[src/rtl/log_capture_sequencer.sv]
// Log-memory capture/dump sequencer: arms a capture after a programmable delay,
// waits for memory full, then streams the whole log out over valid/ready.
// Optional capture watchdog with o_timeout port: define LOG_SEQ_TIMEOUT_EN.
module log_capture_sequencer #(
    parameter int BRAM_ADDR_WIDTH = 15,
    parameter int BRAM_DATA_WIDTH = 16,
    parameter int READ_LAT        = 2,
    parameter int NB_DELAY        = 16
) (
    input  logic                         clk100,
    input  logic                         i_resetn,
    input  logic                         i_start,
    input  logic                         i_abort,
    input  logic [NB_DELAY-1:0]          i_trig_delay,
    input  logic                         i_rd_req,
    input  logic                         i_mem_full,
    input  logic [2*BRAM_DATA_WIDTH-1:0] i_data,
    input  logic                         i_ready,
    output logic                         o_run_log,
    output logic                         o_read_log,
    output logic [BRAM_ADDR_WIDTH-1:0]   o_addr,
    output logic [2*BRAM_DATA_WIDTH-1:0] o_data,
    output logic                         o_valid,
    output logic                         o_busy,
    output logic                         o_done,
    output logic [2:0]                   o_state
`ifdef LOG_SEQ_TIMEOUT_EN
    ,
    output logic                         o_timeout
`endif
);

    localparam int LW = $clog2(READ_LAT + 1);

    typedef enum logic [2:0] {
        IDLE      = 3'd0,
        DELAY     = 3'd1,
        CAPTURE   = 3'd2,
        FULL      = 3'd3,
        DUMP_ADDR = 3'd4,
        DUMP_WAIT = 3'd5,
        DUMP_OUT  = 3'd6
    } state_t;

    state_t              state;
    logic [NB_DELAY-1:0] dly_cnt;
    logic [LW-1:0]       lat_cnt;
    logic                captured;
`ifdef LOG_SEQ_TIMEOUT_EN
    localparam logic [31:0] TIMEOUT_CYCLES = 32'd100_000_000;
    logic [31:0]         wdog;
`endif

    assign o_state = state;

    always_ff @(posedge clk100) begin
        if (!i_resetn) begin
            state      <= IDLE;
            dly_cnt    <= '0;
            lat_cnt    <= '0;
            captured   <= 1'b0;
            o_run_log  <= 1'b0;
            o_read_log <= 1'b0;
            o_addr     <= '0;
            o_data     <= '0;
            o_valid    <= 1'b0;
            o_busy     <= 1'b0;
            o_done     <= 1'b0;
`ifdef LOG_SEQ_TIMEOUT_EN
            wdog       <= '0;
            o_timeout  <= 1'b0;
`endif
        end else begin
            o_run_log <= 1'b0;
            o_done    <= 1'b0;
`ifdef LOG_SEQ_TIMEOUT_EN
            o_timeout <= 1'b0;
`endif
            if (i_abort) begin
                // A completed capture survives an abort only while it is parked in FULL.
                state      <= IDLE;
                o_valid    <= 1'b0;
                o_read_log <= 1'b0;
                o_addr     <= '0;
                o_busy     <= 1'b0;
                if (state != FULL) captured <= 1'b0;
            end else begin
                case (state)
                    IDLE, FULL: begin
                        if (i_start) begin
                            dly_cnt  <= i_trig_delay;
                            captured <= 1'b0;
                            o_busy   <= 1'b1;
                            state    <= DELAY;
                        end else if (i_rd_req && captured) begin
                            o_busy <= 1'b1;
                            state  <= DUMP_ADDR;
                        end
                    end
                    DELAY: begin
                        if (dly_cnt == '0) begin
                            o_run_log <= 1'b1;
                            state     <= CAPTURE;
`ifdef LOG_SEQ_TIMEOUT_EN
                            wdog      <= '0;
`endif
                        end else begin
                            dly_cnt <= dly_cnt - 1'b1;
                        end
                    end
                    CAPTURE: begin
                        if (i_mem_full) begin
                            captured <= 1'b1;
                            o_busy   <= 1'b0;
                            state    <= FULL;
                        end
`ifdef LOG_SEQ_TIMEOUT_EN
                        else if (wdog == TIMEOUT_CYCLES - 1) begin
                            captured  <= 1'b0;
                            o_busy    <= 1'b0;
                            o_timeout <= 1'b1;
                            state     <= IDLE;
                        end else begin
                            wdog <= wdog + 1'b1;
                        end
`endif
                    end
                    DUMP_ADDR: begin
                        o_addr     <= '0;
                        o_read_log <= 1'b1;
                        lat_cnt    <= LW'(READ_LAT);
                        state      <= DUMP_WAIT;
                    end
                    DUMP_WAIT: begin
                        // One extra cycle beyond READ_LAT so the word is sampled after it settles.
                        if (lat_cnt == '0) begin
                            o_data  <= i_data;
                            o_valid <= 1'b1;
                            state   <= DUMP_OUT;
                        end else begin
                            lat_cnt <= lat_cnt - 1'b1;
                        end
                    end
                    DUMP_OUT: begin
                        if (o_valid && i_ready) begin
                            o_valid <= 1'b0;
                            if (&o_addr) begin
                                o_addr     <= '0;
                                o_read_log <= 1'b0;
                                o_done     <= 1'b1;
                                o_busy     <= 1'b0;
                                state      <= IDLE;
                            end else begin
                                o_addr  <= o_addr + 1'b1;
                                lat_cnt <= LW'(READ_LAT);
                                state   <= DUMP_WAIT;
                            end
                        end
                    end
                    default: begin
                        o_busy <= 1'b0;
                        state  <= IDLE;
                    end
                endcase
            end
        end
    end

endmodule

[config.mk]
export PLATFORM = sky130hd
export DESIGN_NAME = log_capture_sequencer
export DESIGN_NICKNAME = d
export VERILOG_FILES = /design/src/rtl/log_capture_sequencer.sv
export SDC_FILE = /design/constraint.sdc
export NUM_CORES = 1
export LEC_CHECK = 0
export ABC_CLOCK_PERIOD_IN_PS = 2200
export CORE_ASPECT_RATIO = 1.5
export CORE_MARGIN = 1
export CORE_UTILIZATION = 41
export CTS_CLUSTER_SIZE = 14
export DETAILED_ROUTE_END_ITERATION = 8
export GPL_TIMING_DRIVEN = 0
export PLACE_DENSITY_LB_ADDON = 0.05
export SYNTH_ARGS = -nofsm -noshare
export SYNTH_HDL_FRONTEND = slang
export SYNTH_SLANG_ARGS = --single-unit
[constraint.sdc]
create_clock -name clk100 -period 2.2 [get_ports clk100]
set_input_delay 0.44 -clock clk100 [delete_from_list [all_inputs] [get_ports clk100]]
set_output_delay 0.44 -clock clk100 [all_outputs]
set_load 0.1 [all_outputs]
==> impl_metrics.json <==
{
  "status": "finished clean",
  "maxCapViolations": 0,
  "dr.pass1.iters": 5,
  "min_path_type": "flop to flop",
  "whs_path_depth": 2,
  "cts_buffer_depth": 2,
  "cp.required_ns": 2.42,
  "fp.dieW_microns": 77.96,
  "drt_wl_total_mm": 9.828,
  "vdd_drop_max_v": 0.0004744,
  "synth_area_leader_cell": "dfxtp_1",
  "postPlaceCellArea_sq_um": 4780,
  "syn_inst": 460,
  "vias": 3703,
  "yosysUniqueCellTypes": 55,
  "synthArstFlopShare_pct": 0,
  "worst_setup_path_end_kind": "flop",
  "p_per_area_nw_per_um2": 695.5,
  "setup-violations-final": 0,
  "cts.sinks": 74,
  "cts_tree": "done",
  "hold_buffers": 0,
  "fmax_ghz": 0.4760,
  "grt_overflow": 0,
  "ys_warn_count": 0,
  "synth_area_per_cell_sq_um": 7.714,
  "drc_errors": 0,
  "path_class": "input port to flop",
  "drt-initial-drc-count": 213,
  "die_h_microns": 115.9,
  "cp_max_fo": 10,
  "final.setup_skew_ns": 0.005420,
  "synth_area_sq_um": 3548,
  "hold_viol": 0,
  "place_ws_ns": -0.2768,
  "synth-seq-area-share_pct": 41.75,
  "synth_edf_count": 0,
  "post-place-cells": 674,
  "cpMaxStageDelayCell": "clkdlybuf4s50_1",
  "grt_use_total_pct": 22.49,
  "area_delta_synth_final_pct": 44.57,
  "fin_crit_sh_pct": 95.49,
  "start_kind": "input port",
  "holdPathEnd": "o_data[20]$_SDFFE_PN0P_",
  "path_clk_slew_ns": 0.06,
  "netlist_top_cells_area": "dfxtp_1, nand2_1, a21oi_1, nor2_1, clkbuf_1",
  "grt_max_degree": 14,
  "start_util_pct": 42.18,
  "die_area_sq_um": 9038,
  "core_area_sq_um": 8413,
  "crit_buf_inv": 3,
  "r2r_setup_slack_ns": 0.1,
  "r2r.worst_path.cells": 8,
  "postRouteAntennaNets": 0,
  "r2r_start": "dly_cnt[0]$_SDFFE_PN0P_",
  "crit_path_start": "i_abort",
  "cp_top_family": "buffers and inverters",
  "n_fill_cell": 811,
  "io_buffer_count": 107,
  "wire_per_inst_microns": 14.16,
  "cp.arrival_ns": 2.32,
  "worstMarginPinSlew_ns": 0.9920,
  "grt_pass1_vias": 3561,
  "hold_start": "o_data[20]$_SDFFE_PN0P_",
  "setup_ws_ns": 0.09922,
  "yosys_most_used_dff": "dfxtp_1",
  "nets": 640,
  "htreeDepth": 3,
  "slew_headroom_pct": 34.13,
  "fin_area_sq_um": 5130,
  "cp_slowest_stage_delay_ns": 0.48,
  "grt_pass1_wl_mm": 16.16,
  "final_max_slew_viol_count": 0,
  "synth_top_cell_area_share_pct": 41.75,
  "cp_cell_sequence": "clkdlybuf4s50_1 > clkbuf_1 > nor2_1 > a221oi_4 > buf_6 > a21oi_1 > o221a_1",
  "ioPinCount": 110,
  "final_util_pct": 60.98,
  "root_buffer": "clkbuf_16",
  "syn_nets": 518,
  "hpwl_mm": 7.136,
  "layout_min_cycle_time_ns": 2.101,
  "antenna_found_initial": 0,
  "gp_congestion": 0.8438,
  "clk_latency_ns": 0.33,
  "insertedDiodeCount": 0,
  "synth_seq_cells": 74,
  "cts_made_buffers": 9,
  "rows": 41,
  "layout-drive-gt1-share_pct": 11.41,
  "r2r-end": "dly_cnt[15]$_SDFFE_PN0P_",
  "fin_cells": 694,
  "viasPerCell": 5.336,
  "p_leak_uw": 0.002057
}
==> metrics by stage <==
stage / hold WS [ns] / total power, uW / TNS [ns]
6_report: 0.4510 / 3568 / 0
4_1_cts: 0.4524 / 3549 / -0.03400
5_1_grt: 0.4718 / 3717 / -0.01374
2_1_floorplan: 0.4402 / 1779 / 0
3_5_place_dp: 0.4481 / 1976 / -9.783
3_3_place_gp: 0.4414 / 1970 / -9.380
==> cells in the mapped netlist (4+ instances only) <==
library cell,number
a22oi_1,4
nand3_1,8
or4_1,5
nor4_1,4
dfxtp_1,74
nor2b_1,4
nor2_1,42
nor3b_1,4
and3_1,4
o211ai_1,8
nor3_1,8
xnor2_1,5
nand4_1,8
o21ai_0,12
inv_1,10
nand2_1,97
o31ai_1,6
clkbuf_1,22
and2_1,4
a31oi_1,4
a21oi_1,60
xor2_1,7
buf_2,8
nand2b_1,6
==> where the power goes <==
| part | leakage (uW) | internal (uW) | switching [uW] |
|---|---|---|---|
| sequential | 0.000608 | 1370 | 40.1 |
| combinational | 0.00130 | 262 | 325 |
| clock | 0.000151 | 990 | 578 |
| total | 0.00206 | 2620 | 943 |
==> how the worst max path moves through the flow <==
stage / slack, ns / endpoint / cells past startpoint
floorplan: 0.02 / o_state[0]$_SDFFE_PP0P_ / 4
global placement: -0.25 / dly_cnt[15]$_SDFFE_PN0P_ / 7
detailed placement: -0.28 / dly_cnt[15]$_SDFFE_PN0P_ / 7
CTS: -0.03 / dly_cnt[15]$_SDFFE_PN0P_ / 8
global route: -0.01 / dly_cnt[15]$_SDFFE_PN0P_ / 8
finish: 0.1 / dly_cnt[15]$_SDFFE_PN0P_ / 7
==> cell usage in the layout (no fill, tap or decap), types with 3 or more instances in the layout <==
master and n:
nand4_1 8, nor3_1 7, inv_1 10, dfxtp_1 56, and3_1 4, o32ai_1 3
clkbuf_2 5, dlygate4sd2_1 55, o21ai_0 12, or4_1 5, buf_2 7, nor2b_1 4
xor2_1 7, o31ai_1 6, a22oi_1 4, nor2_1 42, a21oi_1 60, and2_1 4
clkbuf_16 9, clkbuf_1 16, o211ai_1 8, nand3_1 8, buf_4 5, xnor2_1 5
nand3b_1 3, dfxtp_2 16, a31oi_1 4, nor4_1 4, nand2b_1 6, clkdlybuf4s50_1 52
nand2_1 97
==> worst register-to-register path, cell delays in order, from the launching register on <==
cell and delay [ns]:
dfxtp_2 0.34, inv_1 0.06, ha_2 0.20, nor3b_4 0.30, nand4_4 0.17, a221oi_4 0.44
buf_6 0.19, a21oi_1 0.04, o221a_1 0.25
==> final cells by class <==
| cell class | count | area [sq um] | share of cell area (%) |
|---|---|---|---|
| clock buffer | 9 | 225.2 | 4.390 |
| sequential | 74 | 1509 | 29.41 |
| multi-input combinational | 343 | 1941 | 37.83 |
| tap | 107 | 133.9 | 2.610 |
| timing repair buffer | 112 | 1037 | 20.22 |
| buffer | 32 | 152.6 | 2.976 |
| inverter | 10 | 37.54 | 0.7317 |
| clock inverter | 7 | 93.84 | 1.829 |
==> routing by layer <==
layer,GRT usage (%),part of all wire [%],vias up,routed length [microns]
met4,7.901,1.4,0,136
met2,41.36,52,125,5135
li1,-,-,1849,-
met3,7.165,6.8,13,672
met5,0,0,-,0
met1,24.13,40,1716,3884
==> state kept, by name (all words and copies together) (netlist names), 2 cells and up <==
name	flops
dly_cnt	16
lat_cnt	2
o_addr	15
o_state	3
o_data	32
==> cells by family (layout without fill, tap and decap cells) <==
kind of cell / after synthesis / after routing / share of synthesized area, %
AOI/OAI and AO/OA: 118 / 118 / 20.70
xor gates and xnor gates: 12 / 12 / 2.962
adders and majority gates: 3 / 3 / 1.058
buffers and inverters: 43 / 170 / 4.937
DFF: 74 / 74 / 41.75
muxes: 1 / 1 / 0.2821
and+or+nand+nor: 209 / 209 / 28.31
==> repair_timing <==
action	in CTS	in global routing
cloned	0	1
endpoints found under the setup margin	72	32
gates resized for setup	56	25
pin swaps	0	2
buffers inserted	0	4
Note: power is estimated with default switching activity, not from simulation.
